## src/rtl/pc_ras_unit.sv

```systemverilog
// -----------------------------------------------------------------------------
// pc_ras_unit
//
// Fetch-stage program counter with a circular return-address stack (RAS).
//
// The registered fetch PC advances by one of four sources each enabled cycle:
// sequential increment, taken branch/jump target, call target, or the
// return address predicted by the RAS. A pipeline redirect overrides
// everything (including stall) and squashes any RAS push/pop of the
// redirected instruction. ras_flush empties the stack whatever else happens.
//
// Parameters
//   PC_W       width of the PC and all address ports
//   RESET_PC   PC value loaded by RST
//   INC        sequential increment added to PC
//   RAS_DEPTH  number of RAS entries (power of two, >= 2)
//   CNT_W      derived width of ras_count (not overridable)
//
// Ports
//   CLK          in   clock, rising edge
//   RST          in   synchronous reset, active-high
//   pc_en        in   advance PC this cycle (0 = stall)
//   redirect_en  in   force PC to redirect_pc; highest priority
//   redirect_pc  in   redirect target
//   ras_flush    in   empty the RAS this cycle
//   branch_en    in   taken branch/jump; next PC = target_pc
//   call_en      in   call; push PC+INC, next PC = target_pc
//   ret_en       in   return; pop RAS, next PC = predicted address
//   target_pc    in   decoded target; fallback for a return on an empty RAS
//   PC           out  current fetch PC (registered)
//   npc          out  PC+INC (combinational from PC only)
//   ras_top      out  entry at top of stack, 0 when empty
//   ras_count    out  number of valid entries, 0..RAS_DEPTH
//   ras_empty    out  ras_count == 0
//   ras_ovf      out  sticky: a push happened while the stack was full
//   ras_unf      out  sticky: a pop happened while the stack was empty
// -----------------------------------------------------------------------------
module pc_ras_unit #(
  parameter int                PC_W      = 32,
  parameter logic [PC_W-1:0]   RESET_PC  = 32'h0000_0000,
  parameter int                INC       = 4,
  parameter int                RAS_DEPTH = 4,
  localparam int               CNT_W     = $clog2(RAS_DEPTH) + 1
) (
  input  logic             CLK,
  input  logic             RST,
  input  logic             pc_en,
  input  logic             redirect_en,
  input  logic [PC_W-1:0]  redirect_pc,
  input  logic             ras_flush,
  input  logic             branch_en,
  input  logic             call_en,
  input  logic             ret_en,
  input  logic [PC_W-1:0]  target_pc,
  output logic [PC_W-1:0]  PC,
  output logic [PC_W-1:0]  npc,
  output logic [PC_W-1:0]  ras_top,
  output logic [CNT_W-1:0] ras_count,
  output logic             ras_empty,
  output logic             ras_ovf,
  output logic             ras_unf
);

  localparam int PTR_W = $clog2(RAS_DEPTH);

  // Stack operation requested by the instruction in fetch this cycle.
  typedef enum logic [1:0] {
    OP_NONE,
    OP_PUSH,
    OP_POP,
    OP_REPL   // call+ret on a non-empty stack: overwrite top in place
  } ras_op_e;

  logic [PC_W-1:0]  pc_q;
  logic [PC_W-1:0]  pc_d;
  logic [PTR_W-1:0] ptr_q;
  logic [PTR_W-1:0] ptr_inc;
  logic [PTR_W-1:0] ptr_dec;
  logic [CNT_W-1:0] count_q;
  logic             ovf_q;
  logic             unf_q;
  logic             full;
  logic             empty;
  logic [PC_W-1:0]  stack_q [RAS_DEPTH];

  ras_op_e          op;
  logic             set_unf;
  logic             wr_en;
  logic [PTR_W-1:0] wr_idx;

  // ---------------------------------------------------------------------------
  // Derived values
  // ---------------------------------------------------------------------------
  // Wraps naturally at 2^PC_W; depends on the PC register only.
  assign npc     = pc_q + PC_W'(INC);

  // RAS_DEPTH is a power of two, so pointer arithmetic wraps modulo depth.
  assign ptr_inc = ptr_q + 1'b1;
  assign ptr_dec = ptr_q - 1'b1;

  assign empty   = (count_q == '0);
  assign full    = (count_q == CNT_W'(RAS_DEPTH));

  // ---------------------------------------------------------------------------
  // Next-PC selection and RAS operation decode
  // ---------------------------------------------------------------------------
  // NOTE: every signal gets a default at the top of the block, so no path
  // through the if/else chain leaves one unassigned and no latch is inferred.
  always_comb begin
    pc_d    = pc_q;
    op      = OP_NONE;
    set_unf = 1'b0;

    if (redirect_en) begin
      // Squashed instruction: its call/ret must not touch the stack.
      pc_d = redirect_pc;
    end else if (pc_en) begin
      if (ret_en && call_en) begin
        pc_d = target_pc;
        // On an empty stack there is no top to replace, so it becomes a push.
        op   = empty ? OP_PUSH : OP_REPL;
      end else if (ret_en) begin
        if (!empty) begin
          pc_d = ras_top;
          op   = OP_POP;
        end else begin
          pc_d    = target_pc;
          set_unf = 1'b1;
        end
      end else if (call_en) begin
        pc_d = target_pc;
        op   = OP_PUSH;
      end else if (branch_en) begin
        pc_d = target_pc;
      end else begin
        pc_d = npc;
      end
    end

    // A flush in the same cycle cancels any stack movement (and therefore
    // the event that would have set a sticky flag).
    if (ras_flush) begin
      op      = OP_NONE;
      set_unf = 1'b0;
    end
  end

  // Stack write port: a push writes the slot the pointer moves to, a
  // replace writes the current top slot.
  always_comb begin
    wr_en  = 1'b0;
    wr_idx = ptr_q;
    if (!RST) begin
      case (op)
        OP_PUSH: begin
          wr_en  = 1'b1;
          wr_idx = ptr_inc;
        end
        OP_REPL: begin
          wr_en  = 1'b1;
          wr_idx = ptr_q;
        end
        default: begin
          wr_en  = 1'b0;
          wr_idx = ptr_q;
        end
      endcase
    end
  end

  // ---------------------------------------------------------------------------
  // PC, pointer, count and sticky flags
  // ---------------------------------------------------------------------------
  // NOTE: state registers use non-blocking assignments so every register
  // samples the pre-edge values, independent of statement order.
  always_ff @(posedge CLK) begin
    if (RST) begin
      pc_q    <= RESET_PC;
      ptr_q   <= '0;
      count_q <= '0;
      ovf_q   <= 1'b0;
      unf_q   <= 1'b0;
    end else begin
      pc_q <= pc_d;

      if (ras_flush) begin
        ptr_q   <= '0;
        count_q <= '0;
      end else begin
        case (op)
          OP_PUSH: begin
            ptr_q <= ptr_inc;
            if (full) begin
              // Oldest entry is overwritten; depth stays saturated.
              ovf_q <= 1'b1;
            end else begin
              count_q <= count_q + 1'b1;
            end
          end
          OP_POP: begin
            ptr_q   <= ptr_dec;
            count_q <= count_q - 1'b1;
          end
          default: begin
            ptr_q   <= ptr_q;
            count_q <= count_q;
          end
        endcase
      end

      if (set_unf) begin
        unf_q <= 1'b1;
      end
    end
  end

  // NOTE: the stack array is deliberately not reset; validity is tracked by
  // count_q, which keeps the storage a plain register file / RAM.
  always_ff @(posedge CLK) begin
    if (wr_en) begin
      stack_q[wr_idx] <= npc;
    end
  end

  // ---------------------------------------------------------------------------
  // Outputs
  // ---------------------------------------------------------------------------
  assign PC        = pc_q;
  assign ras_top   = empty ? '0 : stack_q[ptr_q];
  assign ras_count = count_q;
  assign ras_empty = empty;
  assign ras_ovf   = ovf_q;
  assign ras_unf   = unf_q;

endmodule

```

## config.mk

```make
export PLATFORM = sky130hd
export DESIGN_NAME = pc_ras_unit
export DESIGN_NICKNAME = d
export VERILOG_FILES = /design/src/rtl/pc_ras_unit.sv
export SDC_FILE = /design/constraint.sdc
export NUM_CORES = 1
export LEC_CHECK = 0
export CORE_ASPECT_RATIO = 1.25
export CORE_MARGIN = 3
export CORE_UTILIZATION = 35
export CTS_CLUSTER_SIZE = 12
export DETAILED_ROUTE_END_ITERATION = 10
export PLACE_DENSITY = 0.68
export SKIP_LAST_GASP = 1
export SYNTH_ARGS = -nofsm -noshare
export SYNTH_HDL_FRONTEND = slang
export SYNTH_SLANG_ARGS = --single-unit
```

## constraint.sdc

```tcl
create_clock -name CLK -period 10.6 [get_ports CLK]
set_input_delay 2.65 -clock CLK [delete_from_list [all_inputs] [get_ports CLK]]
set_output_delay 2.65 -clock CLK [all_outputs]
set_load 0.01 [all_outputs]
```

Word-level counts from Yosys, hierarchy flattened
Memory sizes are Yosys's and may differ from the RTL's. A register that Yosys moved wholly into a read port is not among the register bits.
Cells that the tools add are included.

storage, ports and cells
  register bits after elaboration = 39
  bits in writable memories = 128
  input bits = 72
  output and inout bits = 102
  logic and storage cells = 58
  memories kept = 1

memories
  memory   depth  width  read ports  clocked after Yosys merged registers in  wr ports  line  source
  stack_q  4      32     1           1                                        1         84    logic [PC_W-1:0] stack_q [RAS_DEPTH];

cells by class
  add/subtract/negate cells = 5
  equal/unequal tests = 5
  multiplexer cells = 33
  bitwise logic cells = 1
  reduce and logical (&&, ||, !) cells = 8

operators with widths
  operator                                                                number
  32-bit 2-to-1 mux                                                       8
  32-bit by 3-bit adder with 32-bit output (second input constant)        1
  2-bit 2-to-1 mux                                                        11
  1-bit 2-to-1 mux                                                        11
  3-bit one-hot mux with 2 select lines                                   1
  2-bit equality test (second input constant)                             2
  2-bit one-hot mux with 2 select lines                                   1
  2-bit nonzero test                                                      2
  2-bit OR reduction                                                      2
  3-bit by 1-bit adder with 3-bit output (second input constant)          1
  3-bit equality test (second input constant)                             1
  3-bit logical NOT                                                       1
  3-bit 2-to-1 mux                                                        1
  3-bit AND reduction                                                     1
  3-bit by 1-bit subtractor with 3-bit output (second input constant)     1
  2-bit by 1-bit adder with 2-bit output (second input constant)          1
  2-bit by 1-bit equality test with 1-bit output (second input constant)  1
  2-bit inequality test (second input constant)                           1
  2-bit AND reduction                                                     1
  2-bit by 1-bit subtractor with 2-bit output (second input constant)     1
  1-bit logical AND                                                       1
  1-bit NOT                                                               1

Depth between registers and ports, before layout
Gate-level depths: netlist (run 1).

  depth after elaboration = 13
  gate-level depth with buffers = 13
  depth with buffers taken out = 11

Least setup slack after synthesis (run 1)
OpenSTA, ideal clock, no wires.

  path kind = in2reg
  start = in redirect_en
  end = mem stack_q[0][0] (enable)
  library setup time = 0.432 ns
  data arrival time = 5.511 ns
  required time = 10.168 ns
  slack = 4.658 ns
  cell stages on the path = 11
  path buffers = 2
  cells stage by stage = nand2b_1 -> clkbuf_1 -> nor2_1 -> nand2_1 -> inv_1 -> ha_1 -> clkbuf_1 -> nand3b_1 -> o21ai_0 -> nand2_1 -> a21oi_1

on the way
  word-level cells in the longest chain between the ends = 8

RTL lines
  element                                                                                line  source
  start, declared                                                                        48    input logic redirect_en,
  2-bit 2-to-1 mux *                                                                     114   if (redirect_en) begin
  2-bit 2-to-1 mux *                                                                     142   if (ras_flush) begin
  2-bit by 1-bit equality test with 1-bit output or 2-bit equality test (tied branches)  154   case (op)
  2-bit OR reduction (no line)                                                           n/a
  1-bit 2-to-1 mux                                                                       154
  1-bit 2-to-1 mux                                                                       153   if (!RST) begin
  1-bit 2-to-1 mux                                                                       220   if (wr_en) begin
  1-bit 2-to-1 mux (not written as such)                                                 221   stack_q[wr_idx] <= npc;
  end, declared                                                                          84

Mark *: on every way between the ends. The rest lies on a longest branch, timed or not.

Final worst setup path (run 1)
  start = reg pc_q[2] (netlist: PC[2])
  end = out npc[30]

on the way
  word-level cells in the longest chain between the ends = 1

RTL lines
  element                                   line  source
  start, declared                           74    logic [PC_W-1:0] pc_q;
  start signal, assigned                    184   pc_q <= pc_d;
  32-bit by 3-bit adder with 32-bit output  95    assign npc = pc_q + PC_W'(INC);
  end, declared                             56    output logic [PC_W-1:0] npc,

No other way between the ends.

==> reports/results.ini, run 1 <==
[drt]
routed_wl_mm=26.00
wl_per_cell_um=23.01
drc=0
vias=6385
vias_per_cell=5.650
drtPass1Iterations=5
antenna_left=0
drt_iter0_markers=529

[cts]
cts_tree=built
ctsHtreeMaxLevel=4
clk_latency_ns=0.43
holdBufCountCts=0
clock_sinks=169
clk_pin_slew_worst_paths_ns=0.07
ctsResizeCount=0
cts_buffers=17
cts_root_buf=clkbuf_16
cts_setup_buffers=0
clockBufferDepth=2

[hold_path]
hold_class=reg -> reg

[synthesis]
syn_avg_cell_area_um2=12.33
synth_edf_count=128
yosys_warnings=0
yosysTopAreaCellShare=0.4632
yosys_register_bits=169
ys_types=69
synth_top_area_cell=edfxtp_1
synthTopCellsByArea=edfxtp_1 (46%), dfxtp_1 (9.9%), mux4_2 (8.7%)
netlist_instances=673
async_flop_share=0
syn-cell-area_um2=8298
ys.flop_type=edfxtp_1
seq_area_frac_synth=0.5621
syn_nets=750

[worst_setup_path]
slowest_stage=clkdlybuf4s50_1
critPathKind=reg -> out
arrival_ns=3.35
worst_setup_path_start_kind=register
cp_cell_sequence=ha_1 > nand4_1 > nor4_2 > nand4_1 > xnor2_1 > clkdlybuf4s50_1
cpLargestDelayFamily=simple AND/OR/NAND/NOR gates
endpoint_kind=output port
cp_max_fo=7
critPathBufInv=1
critPathRequiredTime_ns=7.95
crit_top_cell=nand4_1
cpPeakStageDelay_ns=0.66

[floorplanning]
die_area_um2=25600
coreArea_um2=23120
row_count=62
io_pins=174
start_util=0.3590
die_h_um=178.2
die_w_um=143.7

[grt]
grt_pass1_vias=6281
antenna_found_initial=0
grt_remaining_overflow=0
grt_start_max_net_pins=45
grtUsageTotal=0.2024
grt_pass1_wl_mm=38.46

[sta]
skew_ns=0.009224
worst_pin_slew_ns=1.081
grt_setup_unrepaired=no
setup_viol=0
period_needed_ns=6.002
slew_headroom=0.2776
finalCritPeriodShare=0.5663
final_max_slew_viol_count=0
setup_tns_ns=0
hold_viol=0
fmax_mhz=166.6

[layout]
syn_to_final_growth_pct=31.30
fin_area_um2=10900
nNetsFinal=906
drive_gt1_frac=0.1306
diodes=0
fillCellCount=2072

[power_and_ir_drop]
p_per_area_nw_per_um2=145.1
leakagePower_uw=0.003612
ir_drop_mv=0.1211

[placement]
place_area_um2=10270
place.port_buffers=173
place_congestion=0.8460
dpl.hpwl_mm=17.98

[job]
cap_violations=0

[status]
outcome=complete, no violations

stage by stage:
step,total power [uW],worst slack (ns),hold slack [ns],utilization,std cells
finish,1581,4.598,0.5032,0.4713,1130
global route,1622,4.374,0.5458,0.4713,1130
CTS,1585,4.603,0.5173,0.4713,1130
detailed placement,932.8,4.409,0.4971,0.4442,1098
global placement,931.4,4.486,0.4925,0.4442,1098
floorplan,833.4,4.658,0.5050,-,673
sequential cells by signal, indices dropped and copies added, names as in the netlist, named ones only:
name / cells
ras_ovf: 1
stack_q: 128
PC: 32
ras_unf: 1
ras_count: 3
ptr_q: 2
cells in the mapped netlist (4+ instances only):
master and n:
or3_1 5, buf_6 4, and3_1 6, a21oi_1 48, nor4_2 5, buf_4 5, a211oi_1 10, xnor2_1 19
nor3b_1 8, or2_1 4, nand2b_1 5, a221oi_1 9, nand3_1 14, ha_1 4, or2_2 5, mux4_2 32
nor2_1 50, nor4_1 4, o21ai_1 5, nor3_1 20, o21ai_0 13, nand2_1 35, nand4_1 8, xor2_1 6
nand4_2 4, nor2b_1 8, clkbuf_1 23, a22oi_1 5, inv_1 17, dfxtp_1 41, buf_2 9, edfxtp_1 128
and4_1 5, a31oi_1 5, a221o_1 13, buf_1 8, and2_1 35
layout by cell type (no fill, tap or decap), types with 4 or more instances in the layout:
master / count
a211oi_1: 10
a21oi_1: 47
a221o_1: 13
a221oi_1: 9
a22oi_1: 5
a31oi_1: 5
and2_1: 35
and3_1: 6
and4_1: 5
buf_4: 13
bufinv_16: 4
clkbuf_16: 17
clkdlybuf4s50_1: 171
clkinvlp_4: 5
dfxtp_1: 40
edfxtp_1: 128
ha_1: 4
inv_1: 17
mux4_2: 32
nand2_1: 35
nand2b_1: 5
nand3_1: 14
nand4_1: 8
nand4_2: 4
nor2_1: 48
nor2b_1: 7
nor3_1: 20
nor3b_1: 8
nor4_1: 4
nor4_2: 5
o21ai_0: 13
o21ai_1: 5
or2_1: 4
or2_2: 5
or3_1: 5
xnor2_1: 19
xor2_1: 6
cell families after synthesis:
family | Yosys count | synth area share
xor+xnor | 25 | 0.02639
buf+inv | 67 | 0.03785
flops | 169 | 0.5621
simple gates | 231 | 0.1571
fa+ha+maj | 5 | 0.008444
compound gates | 141 | 0.1175
mux | 35 | 0.09062
report_power, final:
group	internal [uW]	switching, uW
Clock	396	266
Sequential	726	20.3
Combinational	86.0	88.0
Total	1210	374
final timing paths:
path	endpoint	depth (start not counted)	slack, ns	from
setup / recovery	npc[30]	6	4.60	PC[2]
hold / removal	ras_ovf	2	0.50	ras_ovf
setup reg to reg	stack_q[3][7]	9	6.86	ras_count[2]
hold reg to reg	ras_ovf	2	0.50	ras_ovf
layer usage:
layer  global-route usage  routed length (um)  share of wire
met4              0.07810                 740          0.028
met3              0.04720                1813          0.070
met2               0.3399               12990           0.50
met5                    0                   0              0
met1               0.2530               10460           0.40
worst reg2reg max path: cells and delay by family, from the launching register on:
kind	cells	cell delay (ns)
adder cells (fa/ha/maj)	1	0.27
buffers and inverters	1	0.33
flip-flops	1	0.36
AO/OA/AOI/OAI	1	0.09
AND/OR/NAND/NOR	6	2.27
area by class of cell:
class	count	area (um^2)	share of cell area
Timing Repair Buffer	186	1819	0.1670
Clock buffer	18	429.2	0.03939
Multi-Input combinational cell	437	3353	0.3078
Clock inverter	14	197.7	0.01814
Tap cell	288	360.3	0.03307
Inverter	18	70.07	0.006431
Sequential cell	169	4666	0.4282
Power figures use the tool's default switching activity.
==> run 2: changes to the inputs <==
==> constraint.sdc (replaced) <==
create_clock -name CLK -period 6.2 [get_ports CLK]
set_input_delay 1.55 -clock CLK [delete_from_list [all_inputs] [get_ports CLK]]
set_output_delay 1.55 -clock CLK [all_outputs]
set_load 0.01 [all_outputs]
==> run 2 against run 1 <==
Cell count rose by 0.18%. Critical path depth did not move. Clock skew decreased by 0.0034 ns. Final area decreased by 0.18%. Critical path type unchanged. Combinational power is 72% higher. Count of clock-buffer cells in the layout up 6. Total power is 68% higher. Global-route usage rose by 0.31 points. Sequential share of layout area rose by 0.079 points.
==> reports/results.ini, run 2 (synthesis gave the netlist of run 1 again) <==
[status]
outcome=complete, no violations

[floorplanning]
die_h_um=178.2  ; unchanged
io_pins=174  ; unchanged
start_util=0.3590  ; unchanged
row_count=62  ; unchanged
die_area_um2=25600  ; unchanged
die_w_um=143.7  ; unchanged
coreArea_um2=23120  ; unchanged

[drt]
drtPass1Iterations=7  ; +2
met2WireLength_mm=13.30  ; +2.4%
antenna_left=0  ; unchanged
vias=6399  ; +0.22%
wl_met3_mm=2.086  ; +15%
dr.max_layer_used=met4
vias_per_cell=5.653  ; about the same
routed_wl_mm=26.35  ; +1.4%
wl_met1_mm=10.34  ; -1.1%
drc=0  ; unchanged
wl_per_cell_um=23.28  ; +1.2%
drt_iter0_markers=654  ; +24%

[layout]
diodes=0  ; unchanged
final_cell_mix=clkdlybuf4s50_1 (171), edfxtp_1 (128), nor2_1 (48)
nNetsFinal=908  ; +0.22%
seqCellArea_um2=4666  ; unchanged
largest_register_ffs=128  ; unchanged
drive_gt1_frac=0.1280  ; -0.002679
top_register=stack_q
final_common_cell=clkdlybuf4s50_1
fillCellCount=2091  ; +0.92%
syn_to_final_growth_pct=31.06
multi_input_area_um2=3353  ; unchanged

[worst_setup_path]
crit_start=PC[2]
critPathKind=reg -> out
critPathCapture=npc[30]
reg2reg_from=ras_count[2]
worst_setup_path_start_kind=register
r2r_slack_ns=2.82  ; -4.04 ns
arrival_ns=3.24  ; -0.11 ns
endpoint_kind=output port
critPathRequiredTime_ns=4.65  ; -3.30 ns
r2r-end=stack_q[0][3]
reg2reg_depth=10  ; +1
cp_max_fo=7  ; unchanged

[job]
cap_violations=0  ; unchanged

[cts]
cts_tree=built
cts_buffers=17  ; unchanged
cts_setup_buffers=0  ; unchanged
ctsHtreeMaxLevel=4  ; unchanged
holdBufCountCts=0  ; unchanged
clk_pin_slew_worst_paths_ns=0.06  ; about the same
clock_sinks=169  ; unchanged
cts_root_buf=clkbuf_16
clockBufferDepth=2  ; unchanged
clk_latency_ns=0.43  ; about the same
ctsResizeCount=0  ; unchanged

[grt]
grt_pass1_wl_mm=38.70  ; +0.61%
grtUsageTotal=0.2055  ; +0.003071
antenna_found_initial=0  ; unchanged
grt_remaining_overflow=0  ; unchanged
grt_pass1_vias=6299  ; +0.29%
grt_start_max_net_pins=54  ; +20%

[sta]
worst_pin_slew_ns=1.145  ; +0.06391 ns
final_max_slew_viol_count=0  ; unchanged
grt_setup_unrepaired=no
setup_viol=0  ; unchanged
fmax_mhz=208.7
slew_headroom=0.2349  ; -0.04271
finalCritPeriodShare=0.7728
hold_viol=0  ; unchanged
setup_tns_ns=0  ; unchanged
worst_slack_ns=1.409  ; -3.189 ns
skew_ns=0.005870  ; -0.003353 ns
period_needed_ns=4.791

[placement]
place.port_buffers=173  ; unchanged
dpl.hpwl_mm=18.84  ; +4.8%
place_congestion=0.8441  ; -0.22%
place_ws_ns=1.479  ; -2.929 ns

[hold_path]
hold_class=reg -> reg
hold_start=ras_ovf

[power_and_ir_drop]
ir_drop_mv=0.1775  ; +47%
leakagePower_uw=0.003617  ; +0.15%
p_per_area_nw_per_um2=243.9  ; +68%

## run 2: report_power, final
part / total [uW] / internal [uW] / switching [uW]
sequential: 1280 / 1240 / 35.1
clock: 1080 / 653 / 424
combinational: 300 / 148 / 152
total: 2650 / 2040 / 611
## run 2: worst min path at each step
| stage | cells after the start | end |
|---|---|---|
| global route | 2 | ras_ovf |
| CTS | 2 | ras_ovf |
| floorplan | 2 | ras_unf |
| detailed placement | 2 | ras_ovf |
| global placement | 2 | ras_ovf |
| finish | 2 | ras_ovf |
## run 2: cell type report
| class | count | area share |
|---|---|---|
| clock buffers | 24 | 0.04337 |
| clock inverters | 8 | 0.01104 |
| inverters | 18 | 0.006443 |
| multi-input cells | 437 | 0.3083 |
| flip-flops and latches | 169 | 0.4290 |
| well taps | 288 | 0.03313 |
| repair buffers | 188 | 0.1687 |
## run 2: worst max-delay path: stages, from the launching register on
cell and delay [ns]:
dfxtp_1 0.45, ha_1 0.28, nand4_1 0.26, nor4_2 0.47, nand4_1 0.20, xnor2_1 0.49
clkdlybuf4s50_1 0.65
## run 2: metal layers
| layer | up-vias | global-route usage |
|---|---|---|
| li1 | 2895 | - |
| met1 | 3175 | 0.2630 |
| met2 | 287 | 0.3475 |
| met3 | 42 | 0.04291 |
| met4 | 0 | 0.06790 |
| met5 | - | 0 |
## run 2: stage by stage
stage	util	total power [uW]	hold slack [ns]	cells	area [um^2]
after floorplan	-	1425	0.5050	673	8298
after global placement	0.4448	1596	0.4956	1100	10280
after detailed placement	0.4448	1598	0.4928	1100	10280
after CTS	0.4704	2664	0.5121	1132	10880
after global routing	0.4704	2734	0.5302	1132	10880
final	0.4704	2652	0.5129	1132	10880
